===== src/rtl/encoder_pkg.sv =====
// Shared constants, FSM state type and mask helper for the 4-to-2 sequential encoder.
// Optional feature macro: ENCODER_ROUND_ROBIN_EN (round-robin selection instead of fixed priority).
package encoder_pkg;

  localparam int N_LINES = 4;
  localparam int CODE_W  = 2;

  typedef enum logic {
    EMPTY = 1'b0,
    HOLD  = 1'b1
  } state_t;

  // One-hot mask selecting a single request line by its index.
  function automatic logic [N_LINES-1:0] line_mask(input logic [CODE_W-1:0] idx);
    line_mask = {{(N_LINES-1){1'b0}}, 1'b1} << idx;
  endfunction

endpackage


===== src/rtl/encoder_pick.sv =====
// Combinational index selection over the pending request lines.
// Default build scans downward from 'pointer' (fixed priority when pointer=3).
// With ENCODER_ROUND_ROBIN_EN defined it scans upward from 'pointer', wrapping 3->0.
module encoder_pick
  import encoder_pkg::*;
(
  input  logic [N_LINES-1:0] pending,
  input  logic [CODE_W-1:0]  pointer,
  output logic [CODE_W-1:0]  index,
  output logic               found
);

  logic [CODE_W-1:0] pos_s;

  // Walk the lines from the start position and take the first pending one.
  always_comb begin
    found = 1'b0;
    index = {CODE_W{1'b0}};
    pos_s = {CODE_W{1'b0}};
    for (int k = 0; k < N_LINES; k++) begin
`ifdef ENCODER_ROUND_ROBIN_EN
      pos_s = pointer + k[CODE_W-1:0];
`else
      pos_s = pointer - k[CODE_W-1:0];
`endif
      if (!found && pending[pos_s]) begin
        found = 1'b1;
        index = pos_s;
      end else begin
        found = found;
        index = index;
      end
    end
  end

endmodule


===== src/rtl/encoder4_2_seq.sv =====
// Sequential 4-to-2 encoder: captures request lines into Pending and hands out
// one granted index per cycle through a Valid/Ready output stage.
// Optional feature macro: ENCODER_ROUND_ROBIN_EN (round-robin pick with pointer register).
module encoder4_2_seq
  import encoder_pkg::*;
(
  input  logic               Clock,
  input  logic               Reset,
  input  logic               En,
  input  logic [N_LINES-1:0] Y,
  output logic [CODE_W-1:0]  W,
  output logic               Valid,
  input  logic               Ready,
  output logic [N_LINES-1:0] Pending,
  output logic               Busy
);

  state_t             state_r;
  state_t             state_nxt_s;
  logic [N_LINES-1:0] pending_r;
  logic [N_LINES-1:0] pending_nxt_s;
  logic [CODE_W-1:0]  w_r;
  logic [CODE_W-1:0]  w_nxt_s;
  logic               valid_r;
  logic               valid_nxt_s;
  logic               grant_s;
  logic [CODE_W-1:0]  pick_idx_s;
  logic               pick_found_s;
  logic [CODE_W-1:0]  start_s;

`ifdef ENCODER_ROUND_ROBIN_EN
  logic [CODE_W-1:0]  ptr_r;
  logic [CODE_W-1:0]  ptr_nxt_s;
  assign start_s = ptr_r;
`else
  // Scanning downward from the top line gives y3 > y2 > y1 > y0.
  localparam logic [CODE_W-1:0] FIXED_START = 2'd3;
  assign start_s = FIXED_START;
`endif

  encoder_pick u_pick (
    .pending (pending_r),
    .pointer (start_s),
    .index   (pick_idx_s),
    .found   (pick_found_s)
  );

  // State register: FSM, captured requests and the registered output stage.
  always_ff @(posedge Clock or posedge Reset) begin
    if (Reset) begin
      state_r   <= EMPTY;
      pending_r <= 4'b0000;
      w_r       <= 2'd0;
      valid_r   <= 1'b0;
`ifdef ENCODER_ROUND_ROBIN_EN
      ptr_r     <= 2'd0;
`endif
    end else begin
      state_r   <= state_nxt_s;
      pending_r <= pending_nxt_s;
      w_r       <= w_nxt_s;
      valid_r   <= valid_nxt_s;
`ifdef ENCODER_ROUND_ROBIN_EN
      ptr_r     <= ptr_nxt_s;
`endif
    end
  end

  // Next-state logic: decide whether a grant happens and update Pending (set wins over clear).
  always_comb begin
    grant_s       = 1'b0;
    state_nxt_s   = state_r;
    pending_nxt_s = pending_r;
    case (state_r)
      EMPTY: begin
        grant_s     = pick_found_s;
        state_nxt_s = pick_found_s ? HOLD : EMPTY;
      end
      HOLD: begin
        if (Ready) begin
          grant_s     = pick_found_s;
          state_nxt_s = pick_found_s ? HOLD : EMPTY;
        end else begin
          grant_s     = 1'b0;
          state_nxt_s = HOLD;
        end
      end
      default: begin
        grant_s     = 1'b0;
        state_nxt_s = EMPTY;
      end
    endcase
    if (grant_s) begin
      pending_nxt_s = pending_r & ~line_mask(pick_idx_s);
    end else begin
      pending_nxt_s = pending_r;
    end
    if (En) begin
      pending_nxt_s = pending_nxt_s | Y;
    end else begin
      pending_nxt_s = pending_nxt_s;
    end
  end

`ifdef ENCODER_ROUND_ROBIN_EN
  // Round-robin pointer: next search starts just above the line granted last.
  always_comb begin
    if (grant_s) begin
      ptr_nxt_s = pick_idx_s + 2'd1;
    end else begin
      ptr_nxt_s = ptr_r;
    end
  end
`endif

  // Output logic: next W/Valid, W forced to zero whenever nothing is held.
  always_comb begin
    valid_nxt_s = (state_nxt_s == HOLD);
    if (grant_s) begin
      w_nxt_s = pick_idx_s;
    end else if (state_nxt_s == EMPTY) begin
      w_nxt_s = 2'd0;
    end else begin
      w_nxt_s = w_r;
    end
  end

  assign W       = w_r;
  assign Valid   = valid_r;
  assign Pending = pending_r;
  assign Busy    = (|pending_r) | valid_r;

endmodule


===== config.mk =====
export PLATFORM = sky130hd
export DESIGN_NAME = encoder4_2_seq
export DESIGN_NICKNAME = d
export VERILOG_FILES = /design/src/rtl/encoder_pkg.sv /design/src/rtl/encoder_pick.sv /design/src/rtl/encoder4_2_seq.sv
export SDC_FILE = /design/constraint.sdc
export NUM_CORES = 1
export LEC_CHECK = 0
export CORE_AREA = 2 2 39 41
export DETAILED_ROUTE_END_ITERATION = 7
export DIE_AREA = 0 0 41 43
export PLACE_DENSITY = 0.55
export SETUP_SLACK_MARGIN = 0.4
export SYNTH_ARGS = -nofsm -noshare
export SYNTH_HDL_FRONTEND = slang
export SYNTH_SLANG_ARGS = --single-unit

===== constraint.sdc =====
create_clock -name Clock -period 3.2 [get_ports Clock]
set_clock_uncertainty 0.2 [all_clocks]
set_input_delay 0.48 -clock Clock [delete_from_list [all_inputs] [get_ports Clock]]
set_output_delay 0.48 -clock Clock [all_outputs]
set_load 0.02 [all_outputs]

==> results of run 1 <==
-- final timing paths --
check                                      from                    to  slack (ns)  cells past startpoint
max                        Pending[2]$_DFF_PP0_                  Busy        1.04                      3
min                                       Reset       Valid$_DFF_PP0_        0.26                      2
max reg2reg                Pending[2]$_DFF_PP0_  Pending[0]$_DFF_PP0_        2.01                      2
min reg2reg                    W[0]$_DFFE_PP0P_      W[0]$_DFFE_PP0P_        0.29                      2
max in group asynchronous                 Reset  Pending[0]$_DFF_PP0_        2.32                      2
min in group Clock             W[0]$_DFFE_PP0P_      W[0]$_DFFE_PP0P_        0.29                      2
-- kinds of logic (layout without fill, tap and decap cells) --
| group | count (synthesis) | after routing | synth area share |
|---|---|---|---|
| buffers and inverters | 4 | 23 | 0.0496 |
| AO/OA/AOI/OAI | 7 | 7 | 0.165 |
| flip-flops | 7 | 7 | 0.579 |
| AND/OR/NAND/NOR | 12 | 12 | 0.207 |
-- Yosys cell counts, drive strengths merged --
library cell	n	area, µm²
nand2	8	30.0
dfrtp	7	175
inv	4	15.0
o21ai	3	15.0
a21oi	2	10.0
nor3	2	15.0
a22o	1	8.76
nor2	1	3.75
nor2b	1	13.8
o41ai	1	16.3
-- sequential cells by signal, indices dropped and copies added (netlist names) --
signal   count
W            2
Pending      4
Valid        1
-- per-layer routing --
metal	global-route usage	share of wire	routed length [µm]	vias up
met5	0	0	0	-
met4	0.0600	0	0	0
met2	0.116	0.49	313	10
met3	0.0471	0.058	37	0
li1	-	-	-	137
met1	0.125	0.45	285	134
-- metrics by stage --
step / setup WS (ns) / std cells
2_1_floorplan: 1.68 / 30
3_3_place_gp: 1.32 / 61
3_5_place_dp: 1.31 / 61
4_1_cts: 1.02 / 65
5_1_grt: 0.964 / 65
6_report: 1.04 / 65
-- power breakdown --
| group | internal, mW | total (mW) | switching, mW |
|---|---|---|---|
| Combinational | 0.0362 | 0.0678 | 0.0316 |
| Clock | 0.0477 | 0.0814 | 0.0337 |
| Sequential | 0.100 | 0.113 | 0.0130 |
-- cell type report --
cell class	instances	area (µm²)
fill	146	885
sequential	7	175
timing repair buffer	15	150
multi-input combinational	19	113
clock buffer	4	26.3
tap	16	20.0
inverter	4	15.0
-- worst max-delay path: cells and delay by family, from the launching register on --
family                 cells  cell delay (ns)
buffers and inverters      1             0.53
DFF                        1             0.44
and+or+nand+nor            2             0.26
==> metrics.csv, run 1 <==
metric,value,unit
clock_sinks,7,
pin_count,16,
tns,0,ns
grt_first_pass_wirelength,1070,µm
ys_seq_area_frac,0.579,
clk_pin_slew,0.06,ns
grt_usage,0.0941,
critPathLaunchType,flop,
hp-class,in -> async,
total_power,0.262,mW
diodes,0,
grt_pass1_vias,266,
die_height,43,µm
cts-buffers-inserted,3,
core,1380,µm²
synth_nets,38,
areaGrowthSynthToFinish,64.9,%
fin_crit_sh,0.676,
numPortBuffers,15,
grt_max_degree,8,
dp_hpwl,491,µm
clock_latency,0.25,ns
slew_headroom,0.820,
vdd_drop_max,204,µV
arrival,1.48,ns
synth_area,303,µm²
hold_violations,0,
yosysWarningCount,0,
status,"finished, final reports clean",
rsz0062_at_grt,false,
post_cts_resized,0,
ys_seq_elements,7,
finalInstanceArea,499,µm²
syn_area_per_cell,10.1,µm²
drt-initial-drc-count,3,
wl_per_cell,9.80,µm
place_congestion,0.708,
drc,0,
vias,281,
row_count,14,
antenna_found_initial,0,
drv_slew,0,
crit_path_max_incr_delay,0.53,ns
cp.required,2.52,ns
fin_crit,2.16,ns
gr-total-overflow,0,
htreeDepth,1,
layout_commonest_cell,clkdlybuf4s50_1,
initial_core_util,0.219,
layout.nets,58,
die-area,1760,µm²
die_x,41,µm
postCtsHoldBufs,0,
maxCapViolations,0,
p_leak,0.224,nW
layout_common_cells,"15 x clkdlybuf4s50_1, 8 x nand2_1, 7 x dfrtp_1, 4 x inv_1",
drive_gt1_frac,0.122,
cts_setup_buffers,0,
setup_violations,0,
critPathCaptureType,output port,
critPathMaxFanout,6,
worstMarginPinSlew,0.269,ns
fin_hold_ws,0.261,ns
utilization,0.361,
first_pass_iters,2,
vias_per_cell,4.32,
synth_cells,30,
cts_root_buf,clkbuf_4,
slowest_stage,clkdlybuf4s50_1,
wirelength,637,µm
max_freq,0.462,GHz
path_class,reg -> out,
cts_tree,built,
worstPathCellList,nor3_1 -> nand2_1 -> clkdlybuf4s50_1,
power_density,525,nW/µm²
antenna_left,0,
synth.distinct_cells,11,
place_area,473,µm²
cts.path.max_buffers,2,
(Power assumes the default switching activity.)
==> run 2, diff against run 1 <==
- clock period: 3.2 -> 2.19 ns (I/O delays scaled with it)
==> run 2 against run 1 <==
  * Combinational power rose by 35%
  * Final area shrank 1.3%
  * Worst setup slack got worse by 0.57 ns
  * Clock power up 46%
  * Non-clock buffer count stayed put
  * Largest cell class unchanged
  * Sequential share of layout area rose by 0.70 points
  * Cell count is the same
  * Critical path depth is 2 lower
  * Highest routed layer unchanged
  * Sequential power is 46% higher
  * Power grew 43%
  * Die area did not move
  * Via count is 1.8% lower
==> metrics.csv, run 2 (synthesis results as in run 1) <==
metric,value,unit,change
status,"finished, final reports clean",,unchanged
core,1380,µm²,unchanged
max_freq,0.581,GHz,
drt-initial-drc-count,2,,was 3
drive_gt1_frac,0.163,,was 0.122
clk_pin_slew,0.06,ns,about the same
vias_per_cell,4.25,,was 4.32
worstMarginPinSlew,0.268,ns,was 0.269 ns
place_congestion,0.708,,unchanged
die_height,43,µm,unchanged
drc,0,,unchanged
row_count,14,,unchanged
place_area,473,µm²,unchanged
clock_latency,0.25,ns,about the same
crit_path_max_incr_delay,0.60,ns,was 0.53 ns
cp.required,1.66,ns,was 2.52 ns
wl_per_cell,9.94,µm,was 9.80 µm
antenna_found_initial,0,,unchanged
p_leak,0.224,nW,about the same
grt_first_pass_wirelength,1080,µm,was 1070 µm
grt_pass1_vias,269,,was 266
hold_violations,0,,unchanged
layout.nets,58,,unchanged
layout_commonest_cell,clkdlybuf4s50_1,,unchanged
layout_common_cells,"9 x clkdlybuf4s50_1, 8 x nand2_1, 6 x dfrtp_1, 4 x inv_1, 4 x dlygate4sd2_1",,"was 15 x clkdlybuf4s50_1, 8 x nand2_1, 7 x dfrtp_1, 4 x inv_1"
vdd_drop_max,297,µV,was 204 µV
fin_crit,1.72,ns,
die_x,41,µm,unchanged
gr-total-overflow,0,,unchanged
arrival,1.19,ns,was 1.48 ns
path_class,reg -> out,,unchanged
diodes,0,,unchanged
cts_tree,built,,unchanged
pin_count,16,,unchanged
critPathCaptureType,output port,,unchanged
fin_hold_ws,0.109,ns,was 0.261 ns
setup_violations,0,,unchanged
slew_headroom,0.821,,was 0.820
clock_sinks,7,,unchanged
maxCapViolations,0,,unchanged
critPathTopFamily,buffers and inverters,,unchanged
htreeDepth,1,,unchanged
grt_max_degree,8,,unchanged
hp-class,in -> async,,unchanged
wirelength,646,µm,was 637 µm
dp_hpwl,491,µm,unchanged
tns,0,ns,unchanged
critPathMaxFanout,2,,was 6
power_density,762,nW/µm²,was 525 nW/µm²
antenna_left,0,,unchanged
fin_crit_sh,0.786,,
worstPathCellList,clkdlybuf4s50_1,,was nor3_1 -> nand2_1 -> clkdlybuf4s50_1
drv_slew,0,,unchanged
rsz0062_at_grt,false,,unchanged
vias,276,,was 281
cts_root_buf,clkbuf_4,,unchanged
areaGrowthSynthToFinish,62.8,%,was 64.9%
grt_usage,0.0951,,was 0.0941
first_pass_iters,2,,unchanged
cts.path.max_buffers,2,,unchanged
slowest_stage,clkdlybuf4s50_1,,unchanged
largest_register_ffs,4,,unchanged
die-area,1760,µm²,unchanged
critPathLaunchType,flop,,unchanged
cts-buffers-inserted,3,,unchanged
finalInstanceArea,493,µm²,was 499 µm²
path_buf_inv,1,,unchanged
setup_ws,0.469,ns,was 1.04 ns
numPortBuffers,15,,unchanged
cts_setup_buffers,0,,unchanged
dp_slack,0.448,ns,was 1.31 ns
initial_core_util,0.219,,unchanged
==> run 2: report_power, final <==
group | internal, mW | total [mW] | switching (mW)
clock network | 0.0696 | 0.119 | 0.0494
registers | 0.147 | 0.165 | 0.0185
logic | 0.0456 | 0.0916 | 0.0460
total | 0.262 | 0.376 | 0.114
==> run 2: layer usage <==
metal	routed length [µm]	vias up	part of all wire	track usage
met2	317	10	0.49	0.119
met4	0	0	0	0.0600
li1	-	138	-	-
met1	290	128	0.45	0.125
met5	0	-	0	0
met3	38	0	0.059	0.0471
==> run 2: area by class of cell <==
class                      count  area (µm²)
clock buffer                   4        26.3
timing repair buffer          15         143
multi-input combinational     19         113
inverter                       4        15.0
sequential                     7         176
fill                         147         891
tap                           16        20.0
==> run 2: metrics by stage <==
| step | util | std cells | total power [mW] |
|---|---|---|---|
| 2_1_floorplan | - | 30 | 0.213 |
| 4_1_cts | 0.356 | 65 | 0.383 |
| 3_3_place_gp | 0.342 | 61 | 0.267 |
| 5_1_grt | 0.356 | 65 | 0.400 |
| 6_report | 0.356 | 65 | 0.376 |
| 3_5_place_dp | 0.342 | 61 | 0.267 |
==> run 2: worst reg2reg max path, stage by stage, from the launching register on <==
cell,delay (ns)
dfrtp_1,0.45
o41ai_2,0.34
nand2_1,0.08
==> run 2: path summary, 6_finish.rpt <==
| check | from | to | slack, ns | cells after the start |
|---|---|---|---|---|
| worst max-delay path | W[1]$_DFFE_PP0P_ | W[1] | 0.47 | 1 |
| worst min-delay path | Reset | Valid$_DFF_PP0_ | 0.11 | 2 |
| worst max register to register | Pending[3]$_DFF_PP0_ | Pending[0]$_DFF_PP0_ | 1.01 | 2 |
| worst min register to register | W[0]$_DFFE_PP0P_ | W[0]$_DFFE_PP0P_ | 0.29 | 2 |
| max in group asynchronous | Reset | Pending[2]$_DFF_PP0_ | 1.45 | 2 |
| min in group Clock | W[0]$_DFFE_PP0P_ | W[0]$_DFFE_PP0P_ | 0.29 | 2 |
==> run 2: what timing repair did <==
action,CTS,global route
gates cloned,0,0
resized for setup,5,4
setup endpoints to repair,5,2
hold buffers,0,0
==> run 3, diff against run 2 <==
- clock period: 2.19 -> 1.6 ns (I/O delays scaled with it)
==> run 3 against run 2 <==
  * Core utilization rose by 9.4 points
  * Power rose by 56%
  * Final area rose by 26%
  * Non-clock buffer count rose by 10
  * Clock power rose by 34%
  * Largest power group unchanged
==> metrics.csv, run 3 (synthesis results as in run 1) <==
metric,value,unit,change
antenna_found_initial,0,,unchanged
fin_crit_sh,0.923,,
power_density,939,nW/µm²,was 762 nW/µm²
row_count,14,,unchanged
grt_usage,0.125,,was 0.0951
n_fill_cell,138,,was 147
core,1380,µm²,unchanged
layout_common_cells,"12 x buf_6, 7 x clkdlybuf4s50_1, 6 x nand2_1, 6 x buf_4",,"was 9 x clkdlybuf4s50_1, 8 x nand2_1, 6 x dfrtp_1, 4 x inv_1, 4 x dlygate4sd2_1"
tns,0,ns,unchanged
clock_sinks,7,,unchanged
fin_crit,1.48,ns,
grt_first_pass_wirelength,1370,µm,was 1080 µm
areaGrowthSynthToFinish,106,%,was 62.8%
pin_count,16,,unchanged
path_class,reg -> out,,unchanged
wl_per_cell,10.0,µm,was 9.94 µm
wirelength,752,µm,was 646 µm
place_congestion,0.730,,was 0.708
grt_max_degree,8,,unchanged
vias_per_cell,4.19,,was 4.25
hp-class,in -> async,,unchanged
cts.path.max_buffers,2,,unchanged
max_freq,0.677,GHz,
vdd_drop_max,430,µV,was 297 µV
cts-buffers-inserted,3,,unchanged
layout_commonest_cell,buf_6,,was clkdlybuf4s50_1
clock_latency,0.25,ns,about the same
slowest_stage,dfrtp_2,,was clkdlybuf4s50_1
cts_tree,built,,unchanged
die_x,41,µm,unchanged
worstMarginPinSlew,0.275,ns,was 0.268 ns
path_buf_inv,1,,unchanged
p_leak,0.294,nW,was 0.224 nW
critPathMaxFanout,3,,was 2
numPortBuffers,15,,unchanged
diodes,0,,unchanged
drive_gt1_frac,0.525,,was 0.163
die-area,1760,µm²,unchanged
hold_violations,0,,unchanged
arrival,1.04,ns,was 1.19 ns
crit_path_max_incr_delay,0.41,ns,was 0.60 ns
cts_root_buf,clkbuf_4,,unchanged
drt-initial-drc-count,0,,was 2
critPathTopFamily,flip-flops,,was buffers and inverters
fin_hold_ws,0.0189,ns,was 0.109 ns
drv_slew,0,,unchanged
cp.required,1.16,ns,was 1.66 ns
dp_hpwl,520,µm,was 491 µm
antenna_left,0,,unchanged
setup_violations,0,,unchanged
slew_headroom,0.816,,was 0.821
critPathCaptureType,output port,,unchanged
layout.nets,68,,was 58
grt_pass1_vias,343,,was 269
maxCapViolations,0,,unchanged
htreeDepth,1,,unchanged
largest_register_ffs,4,,unchanged
critPathLaunchType,flop,,unchanged
rrSetupSlack,0.26,ns,was 1.01 ns
status,"finished, final reports clean",,unchanged
first_pass_iters,1,,was 2
worstPathCellList,nor3_2 -> nand2_2 -> buf_6,,was clkdlybuf4s50_1
rsz0062_at_grt,true,,was false
die_height,43,µm,unchanged
initial_core_util,0.219,,unchanged
drc,0,,unchanged
gr-total-overflow,0,,unchanged
vias,314,,was 276
clk_pin_slew,0.05,ns,was 0.06 ns
==> run 3: stage by stage <==
step,setup slack (ns),power [mW],cell area [µm²],instances,utilization
5_1_grt,0.0562,0.626,623,75,0.450
2_1_floorplan,0.400,0.294,314,30,-
4_1_cts,0.111,0.580,589,74,0.426
3_3_place_gp,0.0100,0.392,522,66,0.377
6_report,0.124,0.585,623,75,0.450
3_5_place_dp,0.00951,0.391,522,66,0.377
==> run 3: layout make-up <==
cell class	count	area (µm²)	area share
inverters	4	15.0	0.0241
clock buffers	4	26.3	0.0422
flip-flops and latches	7	179	0.287
well taps	16	20.0	0.0321
repair buffers	25	250	0.402
multi-input cells	19	133	0.213
==> run 3: repair_timing <==
item                                    in CTS  in global routing
buffers inserted                             4                  1
pin swaps                                    1                  1
endpoints found under the setup margin      12                 15
hold buffers                                 0                  0
gates resized for setup                     47                  8
==> run 3: path summary, 6_finish.rpt <==
check / startpoint / end / depth (start not counted)
setup / recovery: Pending[3]$_DFF_PP0_ / Busy / 3
hold / removal: Reset / Pending[1]$_DFF_PP0_ / 2
setup reg to reg: Valid$_DFF_PP0_ / Valid$_DFF_PP0_ / 5
hold reg to reg: W[0]$_DFFE_PP0P_ / W[0]$_DFFE_PP0P_ / 2
max in group asynchronous: Reset / Pending[2]$_DFF_PP0_ / 2
min in group Clock: W[0]$_DFFE_PP0P_ / W[0]$_DFFE_PP0P_ / 2
==> run 3: power breakdown <==
group          leakage, nW  switching [mW]  total, mW  internal, mW
registers           0.0729          0.0175      0.219         0.201
logic                0.206          0.0917      0.206         0.115
clock network       0.0150          0.0647      0.160        0.0952
==> run 3: routing by layer <==
layer / GRT usage / vias up / routed length, µm
met5: 0 / - / 0
met2: 0.159 / 17 / 359
met3: 0.0785 / 2 / 76
met4: 0.0800 / 0 / 12
met1: 0.149 / 140 / 303
li1: - / 155 / -
==> variant, RTL diff (config.mk and constraints of run 2) <==
Set the package constant `N_LINES` to 6 (it was 4).
--- a/src/rtl/encoder_pkg.sv
+++ b/src/rtl/encoder_pkg.sv
@@ -2,7 +2,7 @@
 // Optional feature macro: ENCODER_ROUND_ROBIN_EN (round-robin selection instead of fixed priority).
 package encoder_pkg;
 
-  localparam int N_LINES = 4;
+  localparam int N_LINES = 6;
   localparam int CODE_W  = 2;
 
   typedef enum logic {
Interface: changed (resized Pending and Y); port bits go from 16 to 20. The function was not compared with the original's and may differ.
==> variant against run 2 <==
Register-to-register slack worse by 330 ps. Utilization up 8.0 points. Critical path type unchanged. Design area up 23%. Fmax down 0.37%. Highest routed layer unchanged. Wire length up 22%. Worst setup slack worse by 6.3 ps. Synthesized cell count up 6.7%. Sequential share of layout area up 1.5 points. Area after synthesis up 21%. Sequential cell count up 2. Sequential power up 21%. Total power up 12%.
==> variant: results (changes against run 2) <==
[layout]
drive_gt1_share_pct = 14.5  ; -1.8 points
fin_nets = 66  ; +14%
num-fill-cells = 144  ; -2.0%
largest_register_ffs = 6  ; +2

[place]
place_ws_ps = 295  ; -153 ps
portBuffers = 19  ; +4
place_inst = 67  ; +9.8%
post-dp-hpwl_um = 601  ; +22%
gp_congestion = 0.680  ; -4.0%

[logic_synthesis]
synth_fp_nets = 42  ; +11%
syn_inst = 32  ; +6.7%
synthTopCellsByArea = dfrtp_1 61%, nand2_1 6.1%, a22o_2 5.4%, a21o_1 4.1%, nor2b_4 3.7%
ys_seq_area_share_pct = 61.2  ; +3.4 points
synthTopCellsByCount = 9 x dfrtp_1, 6 x nand2_1, 3 x inv_1
synth_fa_ha_area_share_pct = 0  ; unchanged
synth_compound_area_share_pct = 18.0  ; +1.5 points
synthXorXnorAreaFrac_pct = 0  ; unchanged
yosysUniqueCellTypes = 14  ; +3
yosys_most_used_dff = dfrtp_1

[cts]
htreeDepth = 1  ; unchanged
cts-root-buf = clkbuf_4
clock_latency_ps = 260

[timing]
slew_viol_final = 0  ; unchanged
tightestPinTransition_ps = 337  ; +69.1 ps

[power]
p_leak_uw = 0.000260  ; +16%
ir_drop_v = 0.000279  ; -6.1%

[global_route]
grt_max_degree = 10  ; +2
grt_pass1_vias = 296  ; +10%
grt_usage_pct = 10.9  ; +1.4 points
antenna_found_initial = 0  ; unchanged
grt_pass1_wl_um = 1270  ; +17%

[drt]
finalWirelength_um = 791  ; +22%
via_count = 312  ; +13%
drtIter0Drc = 4  ; +2
wire_per_inst_um = 11.1  ; +12%

[worst_hold_path]
hold_class = input port to async pin

[worst_setup_path]
slowest_delay_ps = 600  ; about the same
worst_path_max_delay_cell = clkdlybuf4s50_1

[outcome]
status = finished clean

==> variant: routing by layer <==
metal | vias to the layer above | global-route usage [%] | share of wire (%)
met5 | - | 0 | 0
met4 | 0 | 8.00 | 0
met3 | 0 | 3.14 | 5.9
met2 | 11 | 15.0 | 46
met1 | 143 | 13.9 | 48
li1 | 158 | - | -
==> variant: cells by family after synthesis <==
kind of cell,count (synthesis)
buf+inv,3
compound gates,9
flops,9
simple gates,11
==> variant: cell type report <==
| type | count | area (sq um) | share of cell area (%) |
|---|---|---|---|
| Sequential cell | 9 | 225 | 37.3 |
| Timing Repair Buffer | 19 | 190 | 31.5 |
| Multi-Input combinational cell | 20 | 131 | 21.7 |
| Clock buffer | 4 | 26.3 | 4.35 |
| Tap cell | 16 | 20.0 | 3.31 |
| Inverter | 3 | 11.3 | 1.86 |
==> variant: report_power, final <==
group / switching [uW] / internal, uW
clock: 54.2 / 70.0
sequential: 17.3 / 183
combinational: 45.6 / 48.9
==> variant: stage by stage <==
step	util, %	cell area (sq um)
global route	43.7	604
floorplan	-	368
finish	43.7	604
CTS	43.3	599
detailed placement	41.8	578
global placement	41.8	578
==> variant: worst paths after layout <==
| kind | start | to | slack (ps) | depth (start not counted) |
|---|---|---|---|---|
| max | W[0] | W[0] | 460 | 1 |
| min | Reset | Pending[1] | 130 | 2 |
| max reg2reg | Valid | Valid | 680 | 3 |
| min reg2reg | Pending[4] | Pending[4] | 270 | 1 |
| max in group asynchronous | Reset | Pending[0] | 1410 | 2 |
| min in group Clock | Pending[4] | Pending[4] | 270 | 1 |
==> variant: what timing repair did <==
item / CTS / global route
endpoints found under the setup margin: 5 / 5
pin swaps: 1 / 0
gates resized for setup: 6 / 5
